--- config.mk ---
export PLATFORM = sky130hd
export DESIGN_NAME = tm1638_refresh_ctrl
export DESIGN_NICKNAME = d
export VERILOG_FILES = /design/src/rtl/tm1638_refresh_ctrl.sv
export SDC_FILE = /design/constraint.sdc
export NUM_CORES = 1
export LEC_CHECK = 0
export ABC_CLOCK_PERIOD_IN_PS = 3950
export BUFFER_PORTS_ARGS = -buffer_cell sky130_fd_sc_hd__buf_2
export CAP_MARGIN = 40
export CORE_UTILIZATION = 30
export CTS_CLUSTER_DIAMETER = 40
export CTS_CLUSTER_SIZE = 24
export DETAILED_ROUTE_END_ITERATION = 7
export PLACE_DENSITY_LB_ADDON = 0.3
export SLEW_MARGIN = 25
export SYNTH_ARGS = -nofsm -noshare
export SYNTH_HDL_FRONTEND = slang
export SYNTH_SLANG_ARGS = --single-unit
--- constraint.sdc ---
create_clock -name clk -period 3.95 [get_ports clk]
set_input_delay 1.185 -clock clk [delete_from_list [all_inputs] [get_ports clk]]
set_output_delay 1.185 -clock clk [all_outputs]
set_load 0.01 [all_outputs]
--- src/rtl/tm1638_refresh_ctrl.sv ---
`default_nettype none
// ============================================================================
// Module   : tm1638_refresh_ctrl
// Brief    : Refresh sequencer driving TM1638 STB/CLK/DIO (cmd, 17 data, ctrl)
// Revision : 1.0
// ============================================================================
module tm1638_refresh_ctrl #(
  parameter int         CLK_DIV    = 50,
  parameter logic [2:0] BRIGHTNESS = 3'd7
) (
  input  logic        clk,
  input  logic        rst,
  input  logic        start,
  input  logic [63:0] seg_data,
  input  logic [7:0]  led,
  output logic        busy,
  output logic        done,
  output logic        tm_stb,
  output logic        tm_clk,
  output logic        tm_dio
);

  localparam int             DW         = (CLK_DIV > 1) ? $clog2(CLK_DIV) : 1;
  localparam logic [DW-1:0]  c_div_last = DW'(CLK_DIV - 1);

  localparam logic [2:0] c_st_idle = 3'd0;
  localparam logic [2:0] c_st_cmd  = 3'd1;
  localparam logic [2:0] c_st_gap1 = 3'd2;
  localparam logic [2:0] c_st_data = 3'd3;
  localparam logic [2:0] c_st_gap2 = 3'd4;
  localparam logic [2:0] c_st_ctrl = 3'd5;
  localparam logic [2:0] c_st_gap3 = 3'd6;

  // Within a frame: setup / bit-low / bit-high / hold. Gaps reuse setup and lo as halves.
  localparam logic [1:0] c_ph_setup = 2'd0;
  localparam logic [1:0] c_ph_lo    = 2'd1;
  localparam logic [1:0] c_ph_hi    = 2'd2;
  localparam logic [1:0] c_ph_hold  = 2'd3;

  logic [2:0]    r_state, w_state_n;
  logic [1:0]    r_ph, w_ph_n;
  logic [DW-1:0] r_div, w_div_n;
  logic [2:0]    r_bit, w_bit_n;
  logic [4:0]    r_byte, w_byte_n;
  logic [63:0]   r_seg;
  logic [7:0]    r_led;
  logic          w_latch;
  logic          w_tick;
  logic [4:0]    w_last_byte;
  logic          r_stb, r_clk, r_dio, r_busy, r_done;
  logic          w_stb_n, w_clk_n, w_dio_n, w_busy_n, w_done_n;
  logic          w_in_frame_n;
  logic [7:0]    w_tx_byte;

  function automatic logic [7:0] frame_byte(input logic [2:0]  st,
                                            input logic [4:0]  idx,
                                            input logic [63:0] seg_v,
                                            input logic [7:0]  led_v);
    logic [2:0] li;
    logic [7:0] b;
    b  = 8'hFF;
    li = idx[3:1] - 3'd1;  // even index 2i+2 -> i; index 16 wraps to 7
    case (st)
      c_st_cmd:  b = 8'h40;
      c_st_ctrl: b = {5'b10001, BRIGHTNESS};
      c_st_data: begin
        if (idx == 5'd0)  b = 8'hC0;
        else if (idx[0]) b = seg_v[{idx[3:1], 3'b000} +: 8];
        else             b = {7'b0, led_v[li]};
      end
      default:   b = 8'hFF;
    endcase
    return b;
  endfunction

  assign w_tick      = (r_div == c_div_last);
  assign w_last_byte = (r_state == c_st_data) ? 5'd16 : 5'd0;

  always_ff @(posedge clk or posedge rst) begin : p_state
    if (rst) begin
      r_state <= c_st_idle;
      r_ph    <= c_ph_setup;
      r_div   <= '0;
      r_bit   <= '0;
      r_byte  <= '0;
      r_seg   <= '0;
      r_led   <= '0;
      r_stb   <= 1'b1;
      r_clk   <= 1'b1;
      r_dio   <= 1'b1;
      r_busy  <= 1'b0;
      r_done  <= 1'b0;
    end else begin
      r_state <= w_state_n;
      r_ph    <= w_ph_n;
      r_div   <= w_div_n;
      r_bit   <= w_bit_n;
      r_byte  <= w_byte_n;
      if (w_latch) begin
        r_seg <= seg_data;
        r_led <= led;
      end
      r_stb   <= w_stb_n;
      r_clk   <= w_clk_n;
      r_dio   <= w_dio_n;
      r_busy  <= w_busy_n;
      r_done  <= w_done_n;
    end
  end

  always_comb begin : p_next
    w_state_n = r_state;
    w_ph_n    = r_ph;
    w_div_n   = r_div;
    w_bit_n   = r_bit;
    w_byte_n  = r_byte;
    w_latch   = 1'b0;
    case (r_state)
      c_st_idle: begin
        w_div_n = '0;
        if (start) begin
          w_state_n = c_st_cmd;
          w_ph_n    = c_ph_setup;
          w_bit_n   = '0;
          w_byte_n  = '0;
          w_latch   = 1'b1;
        end
      end
      c_st_cmd, c_st_data, c_st_ctrl: begin
        w_div_n = w_tick ? '0 : r_div + 1'b1;
        if (w_tick) begin
          case (r_ph)
            c_ph_setup: w_ph_n = c_ph_lo;
            c_ph_lo:    w_ph_n = c_ph_hi;
            c_ph_hi: begin
              if (r_bit == 3'd7 && r_byte == w_last_byte) begin
                w_ph_n = c_ph_hold;
              end else begin
                w_ph_n  = c_ph_lo;
                w_bit_n = r_bit + 1'b1;
                if (r_bit == 3'd7) w_byte_n = r_byte + 1'b1;
              end
            end
            default: begin
              w_ph_n   = c_ph_setup;
              w_bit_n  = '0;
              w_byte_n = '0;
              case (r_state)
                c_st_cmd:  w_state_n = c_st_gap1;
                c_st_data: w_state_n = c_st_gap2;
                default:   w_state_n = c_st_gap3;
              endcase
            end
          endcase
        end
      end
      c_st_gap1, c_st_gap2, c_st_gap3: begin
        w_div_n = w_tick ? '0 : r_div + 1'b1;
        if (w_tick) begin
          if (r_ph == c_ph_setup) begin
            w_ph_n = c_ph_lo;
          end else begin
            w_ph_n = c_ph_setup;
            case (r_state)
              c_st_gap1: w_state_n = c_st_data;
              c_st_gap2: w_state_n = c_st_ctrl;
              default:   w_state_n = c_st_idle;
            endcase
          end
        end
      end
      default: begin
        w_state_n = c_st_idle;
        w_ph_n    = c_ph_setup;
        w_div_n   = '0;
      end
    endcase
  end

  // Pin values are derived from the next state so every pin leaves a flop.
  always_comb begin : p_out
    w_in_frame_n = (w_state_n == c_st_cmd) || (w_state_n == c_st_data) ||
                   (w_state_n == c_st_ctrl);
    w_tx_byte    = frame_byte(w_state_n, w_byte_n, r_seg, r_led);
    w_stb_n      = !w_in_frame_n;
    w_clk_n      = !(w_in_frame_n && (w_ph_n == c_ph_lo));
    w_dio_n      = (w_in_frame_n && (w_ph_n != c_ph_setup)) ? w_tx_byte[w_bit_n] : 1'b1;
    w_busy_n     = (w_state_n != c_st_idle);
    w_done_n     = (r_state == c_st_gap3) && (w_state_n == c_st_idle);
  end

  assign busy   = r_busy;
  assign done   = r_done;
  assign tm_stb = r_stb;
  assign tm_clk = r_clk;
  assign tm_dio = r_dio;

endmodule
`default_nettype wire

==> results_dict.tcl <==
set metrics [dict create \
    period_share 0.911 \
    area_growth_pct 20.1 \
    cts_max_path_buffers 2 \
    hold_buffers 0 \
    worst_setup_path_end_kind "register" \
    setup_violations 0 \
    cp.required_ns 4.21 \
    crit_arrival_ns 3.86 \
    cts_sinks 96 \
    cts.htree.levels 3 \
    start_util 0.308 \
    synth_nets 501 \
    multiInputGateArea_um2 2320 \
    track_usage 0.150 \
    ys_seq_area_frac 0.492 \
    cts_buffers 9 \
    finalHoldViolations 0 \
    startpoint_type "input pin" \
    status "finished clean" \
    muxShareOfSynthArea 0.249 \
    clockPowerShare 0.337 \
    synth_area_leader_cell "dfrtp_1" \
    sequentialPowerShare 0.477 \
    tightest_slew_ns 0.630 \
    critPathTopFamily "compound AO/OA/AOI/OAI gates" \
    regArea_um2 2410 \
    dr.pass1.iters 4 \
    clk_latency_ns 0.35 \
    cts_setup_buffers 0 \
    cpPeakStageDelay_ns 0.41 \
    yosys.area_share.xor_xnor 0.0125 \
    grt_pass1_wl_mm 19.3 \
    synth_top_family_by_area "multiplexers" \
    rows 46 \
    synth-simple-area-share 0.104 \
    yosys.area_share.adder 0.0179 \
    async_flop_share 1.00 \
    cts_tree "built" \
    crit_slowest_cell "a2111oi_2" \
    finalNonFillerCells 721 \
    die_y_um 130 \
    peakVddDrop_v 0.000208 \
    min_period_ns 3.60 \
    wl_per_cell_um 16.1 \
    core-area_um2 15900 \
    grt_pass1_vias 3731 \
    overflow 0 \
    fp.dieW_um 130 \
    antenna_found_initial 0 \
    critPathBufInv 2 \
    grt_max_degree 73 \
    drc 0 \
    drive_gt1_frac 0.388 \
    worstPathCellList "buf_2 -> nor2b_1 -> o21ai_0 -> and2_1 -> o21bai_1 -> a32o_1 -> clkinv_2 -> ha_1 -> mux4_2 -> mux2i_1 -> a2111oi_2 -> a2bb2oi_1 -> a32oi_1" \
    critical_path.max_fanout 4 \
    p_sw_uw 738 \
    fin_skew_ns 0.0125 \
    vias_per_cell 4.93 \
    cap_violations 0 \
    dieArea_um2 16800 \
    antenna_cells 0 \
    rsz0062_at_grt "false" \
    slew-limit-headroom 0.575 \
    path_clk_slew_ns 0.07 \
    yosysUniqueCellTypes 64 \
    synth_edf_count 0 \
    first_iter_violations 257 \
    dp_cells 705 \
    drt_wl_total_mm 11.6 \
    p_per_area_nw_per_um2 449 \
    synth.cell_area_um2 4890 \
    synthCells 419 \
    fmax_mhz 278 \
    finalSetupTns_ns 0 \
    hold_class "reg -> reg" \
    antenna_left 0 \
    synth_compound_area_frac 0.0883 \
    nNetsFinal 582 \
    io_buffers 79 \
    synth_area_leaders "dfrtp_1 (48%), mux2_2 (17%), mux2i_1 (7.0%)" \
    sw_frac_of_total 0.280 \
    dpl.hpwl_mm 8.54 \
    synth_ff_type "dfrtp_1" \
    ioPinCount 80 \
    yosysMostFrequentCell "dfrtp_1" \
    clock-root-buffer "clkbuf_16" \
    finalMaxSlewViolations 0 \
    synth_warnings 0 \
    gp_congestion 0.834 \
    power.internal_uw 1900 \
    power_leakage_uw 0.00268 \
    pwr-share-comb 0.186 \
    fillers 1621 \
    path_class "in -> reg" \
    ys_ff_latch 96 \
    synth_top_area_share 0.476 \
    cts_resized 0 \
    synth_commonest_cells "dfrtp_1 (93), mux2_2 (74), nand2_1 (35), mux2i_1 (34), nor2_1 (20)" \
    postSynthAreaPerCell_um2 11.7 \
    num_vias 3554 \
]
## worst reg2reg max path, stage by stage, from the launching register on
cell and delay, ns:
dfrtp_1 0.67, nand3b_1 0.22, xnor2_1 0.21, o211a_4 0.26, o21bai_1 0.19, a32o_1 0.21, clkinv_2 0.07, ha_1 0.34
mux4_2 0.34, mux2i_1 0.10, a2111oi_2 0.41, a2bb2oi_1 0.12, a32oi_1 0.23
## per-stage QoR
step           cell area (µm²)  setup slack, ns  total power (µW)  utilization  hold slack, ns
2_1_floorplan             4890            0.195              1590            -           0.461
3_3_place_gp              5560            0.144              1750        0.350           0.480
3_5_place_dp              5560          0.00915              1770        0.350           0.492
4_1_cts                   5870            0.363              2680        0.369           0.502
5_1_grt                   5870            0.158              2790        0.369           0.515
6_report                  5870            0.351              2630        0.369           0.499
## layout make-up
type,instances,share of cell area
clock buffers,11,0.0414
clock inverters,5,0.0109
inverters,17,0.0115
multi-input cells,285,0.395
flip-flops and latches,96,0.410
well taps,216,0.0461
repair buffers,91,0.0849
## layer usage
layer	routed length, µm	GRT usage	vias to the layer above
met2	5930	0.252	81
met3	518	0.0355	14
li1	-	-	1690
met5	0	0	-
met4	176	0.0540	0
met1	5000	0.188	1769
## path summary, 6_finish.rpt
path	to	depth (start not counted)	from	slack (ns)
setup / recovery	tm_dio	13	start	0.35
hold / removal	r_div[0]	1	r_div[0]	0.50
setup reg to reg	tm_dio	12	r_state[0]	0.50
hold reg to reg	r_div[0]	1	r_div[0]	0.50
max in group asynchronous	tm_dio	3	rst	2.21
min in group asynchronous	r_ph[0]	2	rst	0.91
## cells by family (layout without fill, tap and decap cells)
kind of cell | count (synthesis) | count (layout)
AND/OR/NAND/NOR | 104 | 104
buffers and inverters | 38 | 124
multiplexers | 110 | 110
AO/OA/AOI/OAI | 57 | 57
flip-flops | 96 | 96
adder cells (fa/ha/maj) | 7 | 7
XOR/XNOR | 7 | 7
## registers in the layout (all words and copies together) (netlist names)
name	count
tm_clk	1
r_state	3
tm_dio	1
busy	1
r_led	8
r_ph	2
r_byte	5
tm_stb	1
done	1
r_bit	3
r_div	6
r_seg	64
## placed cells by master (no fill, tap or decap), drive strengths merged, types with 3 or more instances in the layout
cell     instances
and2             6
nand2           35
or3              3
xor2             3
nor2            20
mux2i           34
mux2            74
buf             91
nand3           17
and3             3
nor3             4
dfrtp           93
xnor2            4
o21ai           12
o211ai           3
dfstp            3
clkinv           3
nand4            5
o31a             3
a21oi            7
o2111ai          3
ha               7
clkbuf          11
inv             17
## power groups by stage
stage                     Clock, µW  Sequential, µW  Combinational (µW)
after detailed placement          0            1270                 496
after global placement            0            1270                 483
after floorplan                   0            1230                 359
final                           888            1260                 490
after CTS                       921            1260                 500
after global routing            957            1280                 553
Note: power is estimated with default switching activity, not from simulation.
